**config.mk**
```make
export PLATFORM = sky130hd
export DESIGN_NAME = ctrl_relu_wb_seq
export DESIGN_NICKNAME = d
export VERILOG_FILES = /design/src/rtl/ctrl_relu_wb_seq.sv
export SDC_FILE = /design/constraint.sdc
export NUM_CORES = 1
export LEC_CHECK = 0
export CELL_PAD_IN_SITES_DETAIL_PLACEMENT = 1
export CELL_PAD_IN_SITES_GLOBAL_PLACEMENT = 2
export CORE_AREA = 2 2 67 69
export CTS_BUF_LIST = sky130_fd_sc_hd__clkbuf_16
export DETAILED_ROUTE_END_ITERATION = 8
export DIE_AREA = 0 0 69 71
export PLACE_DENSITY_LB_ADDON = 0.1
export SYNTH_ARGS = -nofsm -noshare
export SYNTH_HDL_FRONTEND = slang
export SYNTH_SLANG_ARGS = --single-unit
```
**constraint.sdc**
```tcl
create_clock -name clk -period 1.8 [get_ports clk]
set_clock_uncertainty 0.05 [all_clocks]
set_input_delay 0.36 -clock clk [delete_from_list [all_inputs] [get_ports clk]]
set_output_delay 0.36 -clock clk [all_outputs]
set_load 0.02 [all_outputs]
```
**src/rtl/ctrl_relu_wb_seq.sv**
```systemverilog
`default_nettype none
// ============================================================================
// Module   : ctrl_relu_wb_seq
// Purpose  : Writeback sequencer for the ReLU output stage. On an accepted
//            start it walks up to MAX_LANES accumulator lanes. For each lane
//            it drives the ReLU output-mux select and a write request with
//            address to the output memory, stalling on back-pressure.
// Ports    : clk, rst_n              - clock, async active-low reset
//            start, abort            - control from the main FSM
//            num_lanes, base_addr    - job parameters, sampled on start
//            wr_ready                - output memory accept
//            sel_mux_relu            - ReLU mux select (current lane)
//            wr_valid, wr_addr       - output memory write request
//            busy, done              - status back to the main FSM
// Revision : 1.0 - initial release
// ============================================================================
module ctrl_relu_wb_seq #(
    parameter int ADDR_W    = 8,
    parameter int MAX_LANES = 4
) (
    input  logic              clk,
    input  logic              rst_n,
    input  logic              start,
    input  logic              abort,
    input  logic [2:0]        num_lanes,
    input  logic [ADDR_W-1:0] base_addr,
    input  logic              wr_ready,
    output logic [1:0]        sel_mux_relu,
    output logic              wr_valid,
    output logic [ADDR_W-1:0] wr_addr,
    output logic              busy,
    output logic              done
);

    localparam logic [2:0] C_MAX_LANES = 3'(MAX_LANES);

    localparam logic [1:0] C_ST_IDLE  = 2'd0;
    localparam logic [1:0] C_ST_LOAD  = 2'd1;
    localparam logic [1:0] C_ST_WRITE = 2'd2;
    localparam logic [1:0] C_ST_DONE  = 2'd3;

    logic [1:0]        state_q, state_d;
    logic [1:0]        lane_q,  lane_d;
    logic [2:0]        count_q, count_d;
    logic [ADDR_W-1:0] base_q,  base_d;

    // Current lane is the final one of this job. Only consulted in WRITE,
    // where count_q is known to be non-zero, so the subtraction never wraps.
    logic w_last_lane;
    assign w_last_lane = ({1'b0, lane_q} == (count_q - 3'd1));

    // ------------------------------------------------------------------
    // State register
    // ------------------------------------------------------------------
    always_ff @(posedge clk or negedge rst_n) begin
        if (!rst_n) begin
            state_q <= C_ST_IDLE;
            lane_q  <= 2'd0;
            count_q <= 3'd0;
            base_q  <= '0;
        end else begin
            state_q <= state_d;
            lane_q  <= lane_d;
            count_q <= count_d;
            base_q  <= base_d;
        end
    end

    // ------------------------------------------------------------------
    // Next-state logic
    // ------------------------------------------------------------------
    always_comb begin
        state_d = state_q;
        lane_d  = lane_q;
        count_d = count_q;
        base_d  = base_q;

        // Abort outranks everything, including a start seen in IDLE.
        if (abort) begin
            state_d = C_ST_IDLE;
            lane_d  = 2'd0;
        end else begin
            case (state_q)
                C_ST_IDLE: begin
                    if (start) begin
                        count_d = (num_lanes > C_MAX_LANES) ? C_MAX_LANES : num_lanes;
                        base_d  = base_addr;
                        lane_d  = 2'd0;
                        state_d = C_ST_LOAD;
                    end
                end
                C_ST_LOAD: begin
                    state_d = (count_q == 3'd0) ? C_ST_DONE : C_ST_WRITE;
                end
                C_ST_WRITE: begin
                    // Without wr_ready everything holds, so the request stays
                    // stable for as long as the memory stalls.
                    if (wr_ready) begin
                        if (w_last_lane) begin
                            state_d = C_ST_DONE;
                        end else begin
                            lane_d = lane_q + 2'd1;
                        end
                    end
                end
                C_ST_DONE: begin
                    state_d = C_ST_IDLE;
                end
                default: begin
                    state_d = C_ST_IDLE;
                end
            endcase
        end
    end

    // ------------------------------------------------------------------
    // Output decode: Moore, from registered state only
    // ------------------------------------------------------------------
    always_comb begin
        sel_mux_relu = 2'd0;
        wr_valid     = 1'b0;
        wr_addr      = '0;
        busy         = 1'b0;
        done         = 1'b0;

        case (state_q)
            C_ST_LOAD: begin
                busy = 1'b1;
            end
            C_ST_WRITE: begin
                busy         = 1'b1;
                wr_valid     = 1'b1;
                sel_mux_relu = lane_q;
                // Natural truncation gives the modulo-2^ADDR_W wrap.
                wr_addr      = base_q + ADDR_W'(lane_q);
            end
            C_ST_DONE: begin
                busy = 1'b1;
                done = 1'b1;
            end
            default: begin
                busy = 1'b0;
            end
        endcase
    end

endmodule
`default_nettype wire

```
==> summary.md, run 1 <==
| Metric | Value |
|---|---|
| Final setup vio count | `9` |
| Setup ws final | `-0.4329 ns` |
| Distinct cell type count after synthesis | `29` |
| Slowest-stage cell, CP | `dfrtp_1` |
| CP Launch Type | `register` |
| Die Ht | `71 um` |
| Die X | `69 um` |
| Crit-path leading delay family | `simple AND/OR/NAND/NOR gates` |
| Final WL | `3057 um` |
| Detailed Routing Iterations Pass 1 | `4` |
| Initial Utilization | `23.81%` |
| Leading area contributor after synthesis | `dfrtp_1` |
| Via count | `984` |
| Crit path DAT | `1.82 ns` |
| Slew margin rel. | `76.91%` |
| Hold Slack | `0.3895 ns` |
| Most frequent CP cell | `a21oi_4` |
| Outcome | `finished with violations` |
| Largest net degree at the start of global routing | `16` |
| Ranking of synthesized cells by area | `dfrtp_1, ha_1, mux2_2, xor2_1, inv_1` |
| Cell breakdown of the critical path | `ha_1, a21oi_4, nand2b_4, or3_4, a21oi_4, buf_6` |
| I/O pins | `29` |
| Clk_lat worst skew | `0.24 ns` |
| PwrDens | `1265 nW/um^2` |
| Tcrit/Tclk final | `124.0%` |
| Worst Hold Class | `in2async` |
| Sequential cell area fraction in the yosys report | `37.50%` |
| Critical path fanouts, max | `3` |
| Worst Tran Pin Value | `0.3428 ns` |
| GR Util All Layers | `12.59%` |
| Power Total | `2.368 mW` |
| Avg Vias per Cell | `4.452` |
| Number of global-route vias before repair | `1079` |
| GPL Wtd Cong | `0.7491` |
| Clk sinks | `15` |
| Slew Viols, Final | `0` |
| Post-Syn Area per Cell | `9.533 um^2` |
| Kind of critical path | `reg2out` |
| # Max-Cap Violations | `0` |
| Final hold vios | `0` |
| Worst path max stage delay | `0.40 ns` |
| Die area | `4899 um^2` |
| #FFs+latches synth | `15` |
| VDD IR max | `0.0005320 V` |
| WL/cell | `13.83 um` |
| DP HPWL | `2236 um` |
| Initial antenna violation count | `0` |
| Antenna diodes | `0` |
| DRC Markers | `0` |
| Required time worst endpoint | `1.39 ns` |
| Setup crit end kind | `output pin` |
| Fill count | `475` |
| Num CTS Buffers | `3` |
| Port bufs | `28` |
| Yosys top cell area share | `37.50%` |
| CTS tree | `built` |
| Unrepaired setup endpoints after global routing | `true` |
| Post-DRT Antenna Nets | `0` |
| Rows | `24` |
| CTS clock-pin slew for the worst setup and hold paths | `0.05 ns` |
| Grt ovf | `0` |
| Core area | `4204 um^2` |
| Crit path time final | `2.233 ns` |
| Cells after Synth | `105` |
| YS warnings | `0` |
| Leak | `0.8104 nW` |
| Synthesized area | `1001 um^2` |
| Syn nets | `131` |
| Clock buffer depth | `2` |
| Most frequent cells in the layout | `buf_4, dfrtp_1, clkdlybuf4s50_1, buf_6, inv_1` |
| Layout cell share with drive strength beyond 1 | `49.70%` |
| Final nets | `196` |
| First DRT Iteration DRCs | `11` |
| Layout area overhead | `87.00%` |
| Failing checks | `negative setup slack` |
| Buf/Inv on CP | `1` |
| CTS root buf | `clkbuf_16` |
| Most common library cell in the layout ignoring fill and taps | `buf_4` |
| Fmax | `0.4479 GHz` |
| Htree depth | `1` |
| First-pass GRT wire length | `4974 um` |
-- flip-flops by register name, summed over array words and instances (netlist names) --
signal   flops
lane_q       2
state_q      2
count_q      3
base_q       8
-- per-stage QoR --
| stage | instances | utilization [%] | worst slack [ns] | instance area, um^2 | TNS [ns] |
|---|---|---|---|---|---|
| after CTS | 214 | 41.58 | -0.4313 | 1748 | -2.295 |
| after detailed placement | 207 | 37.89 | -0.6459 | 1593 | -4.613 |
| after global routing | 221 | 44.52 | -0.5488 | 1872 | -3.149 |
| after floorplan | 105 | - | -0.2193 | 1065 | -0.6107 |
| after global placement | 207 | 37.89 | -0.6289 | 1593 | -4.215 |
| final | 221 | 44.52 | -0.4329 | 1872 | -2.427 |
-- area by class of cell --
type / instances / area (um^2) / area share [%]
timing repair buffer: 61 / 556.8 / 29.75
tap: 52 / 65.06 / 3.476
inverter: 13 / 52.55 / 2.807
sequential: 15 / 375.4 / 20.05
clock inverter: 1 / 3.754 / 0.2005
timing repair inverter: 1 / 7.507 / 0.4011
multi-input combinational: 75 / 735.7 / 39.30
clock buffer: 3 / 75.07 / 4.011
-- synth_stat cells (all sizes together) --
library cell and number:
a21oi 3, a31oi 3, and2 1, buf 1, clkbuf 1, dfrtp 15
fa 1, ha 9, inv 13, mux2 9, nand2 5, nand2b 4
nand3 3, nand3b 1, nand4 2, nand4b 2, nor2 9, nor2b 2
nor3 2, o211ai 1, o21ai 5, o221ai 1, o22ai 1, o311a 1
o31ai 1, o41ai 1, or3 1, xnor2 1, xor2 6
-- path summary, 6_finish.rpt --
kind	slack, ns	start	to	depth (start not counted)
min in group clk	0.44	count_q[1]	count_q[1]	2
max in group asynchronous	1.12	rst_n	base_q[6]	2
worst max-delay path	-0.43	base_q[1]	wr_addr[7]	6
worst max register to register	0.07	lane_q[0]	lane_q[1]	7
worst min register to register	0.44	count_q[1]	count_q[1]	2
worst min-delay path	0.39	rst_n	base_q[1]	2
-- cells by family after synthesis --
kind of cell | count (synthesis) | share of synthesized area [%]
AND/OR/NAND/NOR | 32 | 16.50
AO/OA/AOI/OAI | 17 | 10.75
flip-flops | 15 | 37.50
adder cells (fa/ha/maj) | 10 | 13.25
multiplexers | 9 | 10.13
buffers and inverters | 15 | 5.749
XOR/XNOR | 7 | 6.125
-- per-layer routing --
layer | GRT usage [%] | part of all wire [%] | up-vias
li1 | - | - | 488
met1 | 15.36 | 45 | 477
met2 | 22.22 | 51 | 17
met3 | 3.989 | 4.0 | 2
met4 | 1.961 | 0.39 | 0
met5 | 0 | 0 | -
-- timing repair --
| action | in CTS | in global routing |
|---|---|---|
| hold buffers | 0 | 0 |
| gates cloned | 1 | 0 |
| setup endpoints to repair | 17 | 16 |
| endpoints found under the hold margin | 0 | 0 |
| gates resized for setup | 73 | 18 |
| pin swaps | 6 | 4 |
| setup buffers | 2 | 9 |
-- where the power goes --
part	total [mW]	switching, mW	internal (mW)	leakage, nW
Sequential	0.599	0.117	0.482	0.186
Combinational	1.34	0.660	0.680	0.582
Clock	0.430	0.135	0.294	0.0423
Total	2.37	0.912	1.46	0.810
No activity file was read; power rests on OpenSTA's default activity.
==> inputs of run 2 (changes only) <==
--- a/config.mk
+++ b/config.mk
@@ -11,7 +11,7 @@
 export CTS_BUF_LIST = sky130_fd_sc_hd__clkbuf_16
 export DETAILED_ROUTE_END_ITERATION = 8
 export DIE_AREA = 0 0 69 71
-export PLACE_DENSITY_LB_ADDON = 0.1
+export PLACE_DENSITY = 0.7
 export SYNTH_ARGS = -nofsm -noshare
 export SYNTH_HDL_FRONTEND = slang
 export SYNTH_SLANG_ARGS = --single-unit
==> summary.md, run 2 (same netlist as run 1, synthesis figures left out) <==
| Metric | Value |
|---|---|
| DP Area | `1620 um^2 (+1.7%)` |
| Number of global-route vias before repair | `1046 (-3.1%)` |
| DP HPWL | `2284 um (+2.1%)` |
| Crit path time final | `2.252 ns (+0.01938 ns)` |
| Final setup vio count | `7 (-2)` |
| Most frequent cells in the layout | `buf_4, dfrtp_1, clkdlybuf4s50_1, buf_6, inv_1` |
| Clk_lat worst skew | `0.24 ns (about the same)` |
| Final nets | `192 (-2.0%)` |
| Post-CTS Hold Fix Bufs | `0 (unchanged)` |
| CTS tree | `built` |
| Power Total | `2.393 mW (+1.1%)` |
| Antenna diodes | `0 (unchanged)` |
| First-pass GRT wire length | `4781 um (-3.9%)` |
| Fmax | `0.4440 GHz (-0.86%)` |
| Clk sinks | `15 (unchanged)` |
| Setup crit end kind | `output pin` |
| WL/cell | `12.94 um (-6.5%)` |
| Core area | `4204 um^2 (unchanged)` |
| Most common library cell in the layout ignoring fill and taps | `buf_4` |
| Die Ht | `71 um (unchanged)` |
| Grt ovf | `0 (unchanged)` |
| Tcrit/Tclk final | `125.1% (+1.1 points)` |
| Most Used Layer, Global Route | `met2` |
| Buf/Inv on CP | `2 (+1)` |
| Kind of critical path | `reg2out` |
| Required time worst endpoint | `1.39 ns (about the same)` |
| Design Area, Final | `1848 um^2 (-1.3%)` |
| Htree depth | `1 (unchanged)` |
| Num CTS Buffers | `3 (unchanged)` |
| Layout cell share with drive strength beyond 1 | `48.48% (-1.2 points)` |
| Slew Viols, Final | `0 (unchanged)` |
| Layout area overhead | `84.62%` |
| Worst path max stage delay | `0.35 ns (-0.05 ns)` |
| Registers with the highest flip-flop counts | `base_q: 8 flops, count_q: 3 flops` |
| M2 GR Usage | `20.94% (-1.3 points)` |
| Failing checks | `negative setup slack` |
| GPL Wtd Cong | `0.7805 (+4.2%)` |
| Die X | `69 um (unchanged)` |
| Setup ws final | `-0.4523 ns (-0.01938 ns)` |
| PwrDens | `1295 nW/um^2 (+2.4%)` |
| Worst Hold Class | `in2async` |
| Unrepaired setup endpoints after global routing | `true` |
| Final hold vios | `0 (unchanged)` |
| Rows | `24 (unchanged)` |
| Initial Utilization | `23.81% (unchanged)` |
| Critical path fanouts, max | `3 (unchanged)` |
| Cell breakdown of the critical path | `ha_2, inv_2, fa_2, nor2b_4, nand4_1, xor2_1, nor2_2, buf_6` |
| Max reg flops | `8 (unchanged)` |
| # Max-Cap Violations | `0 (unchanged)` |
| GR Util met1 | `15.68% (+0.32 points)` |
| Detailed Routing Iterations Pass 1 | `2 (-2)` |
| Met3 Use GR | `1.709% (-2.3 points)` |
| VDD IR max | `0.0005476 V (+2.9%)` |
| Slowest-stage cell, CP | `dfrtp_1` |
| Port bufs | `28 (unchanged)` |
| Fill count | `486 (+2.3%)` |
| CP Launch Type | `register` |
| First DRT Iteration DRCs | `14 (+3)` |
| Worst Tran Pin Value | `0.2941 ns (-0.04870 ns)` |
| Sequential cell area | `375.4 um^2 (unchanged)` |
| Initial antenna violation count | `0 (unchanged)` |
| CTS clock-pin slew for the worst setup and hold paths | `0.05 ns (about the same)` |
| Most flops, register | `base_q` |
| Multi-input gate area | `734.5 um^2 (-0.17%)` |
| Crit-path leading delay family | `adder cells` |
| Crit path DAT | `1.84 ns (+0.02 ns)` |
| GR Util All Layers | `12.03% (-0.56 points)` |
| Leak | `0.8055 nW (-0.61%)` |
| Post-DRT Antenna Nets | `0 (unchanged)` |
| Via count | `951 (-3.4%)` |
| Outcome | `finished with violations` |
| I/O pins | `29 (unchanged)` |
| Clock buffer depth | `2 (unchanged)` |
| Final WL | `2808 um (-8.1%)` |
| Slew margin rel. | `80.25% (+3.3 points)` |
| DRC Markers | `0 (unchanged)` |
| Avg Vias per Cell | `4.382 (-1.6%)` |
| Largest net degree at the start of global routing | `16 (unchanged)` |
| CTS root buf | `clkbuf_16` |
| Die area | `4899 um^2 (unchanged)` |
run 2: cell count changes in the layout (fill, tap and decap cells not counted), moves of 2 or more:
cell,before,now
clkdlybuf4s15_1,2,0
buf_4,28,23
dlygate4sd2_1,0,2
o21ai_0,5,3
run 2: worst paths after layout:
check                           cells after the start  slack (ns)          to       start
worst max-delay path                                8       -0.45  wr_addr[6]   base_q[0]
worst min-delay path                                2        0.39   base_q[7]       rst_n
worst max register to register                     10        0.02   lane_q[0]  state_q[0]
worst min register to register                      2        0.45  count_q[1]  count_q[1]
max in group asynchronous                           2        1.14   lane_q[0]       rst_n
min in group clk                                    2        0.45  count_q[1]  count_q[1]
run 2: through the flow:
step | hold slack [ns] | TNS [ns] | std cells | worst slack, ns | utilization [%]
floorplan | 0.01441 | -0.6107 | 105 | -0.2193 | -
global placement | 0.4163 | -3.942 | 209 | -0.6220 | 38.54
detailed placement | 0.4390 | -4.317 | 209 | -0.6644 | 38.54
CTS | 0.3973 | -2.198 | 217 | -0.4349 | 43.30
global route | 0.4043 | -2.917 | 217 | -0.5548 | 43.96
finish | 0.3856 | -2.161 | 217 | -0.4523 | 43.96
run 2: layout make-up:
class,count,share of cell area [%]
multi-input cells,75,39.74
repair buffers,58,29.32
flip-flops and latches,15,20.31
clock buffers,3,4.062
well taps,52,3.521
inverters,13,2.844
clock inverters,1,0.2031
run 2: where the power goes:
group          internal [mW]  switching, mW  leakage [nW]
Sequential             0.482          0.109         0.186
Clock                  0.294          0.134        0.0423
Combinational          0.705          0.670         0.577
Total                   1.48          0.913         0.806
run 2: worst register-to-register path, delay by kind of cell, from the launching register on:
| kind | cells | cell delay [ns] |
|---|---|---|
| buffers and inverters | 6 | 0.70 |
| DFF | 1 | 0.38 |
| and+or+nand+nor | 1 | 0.13 |
| adders and majority gates | 1 | 0.14 |
| AOI/OAI and AO/OA | 2 | 0.25 |
run 2: per-layer routing:
layer  wire length (um)  part of all wire (%)
met2               1470                    52
met4                  9                  0.32
met5                  0                     0
met1               1291                    46
met3                 37                   1.3
run 2: what timing repair did:
item,in CTS,in global routing
setup endpoints to repair,17,15
buffers inserted,4,3
pin swaps,12,9
gates resized for setup,72,13
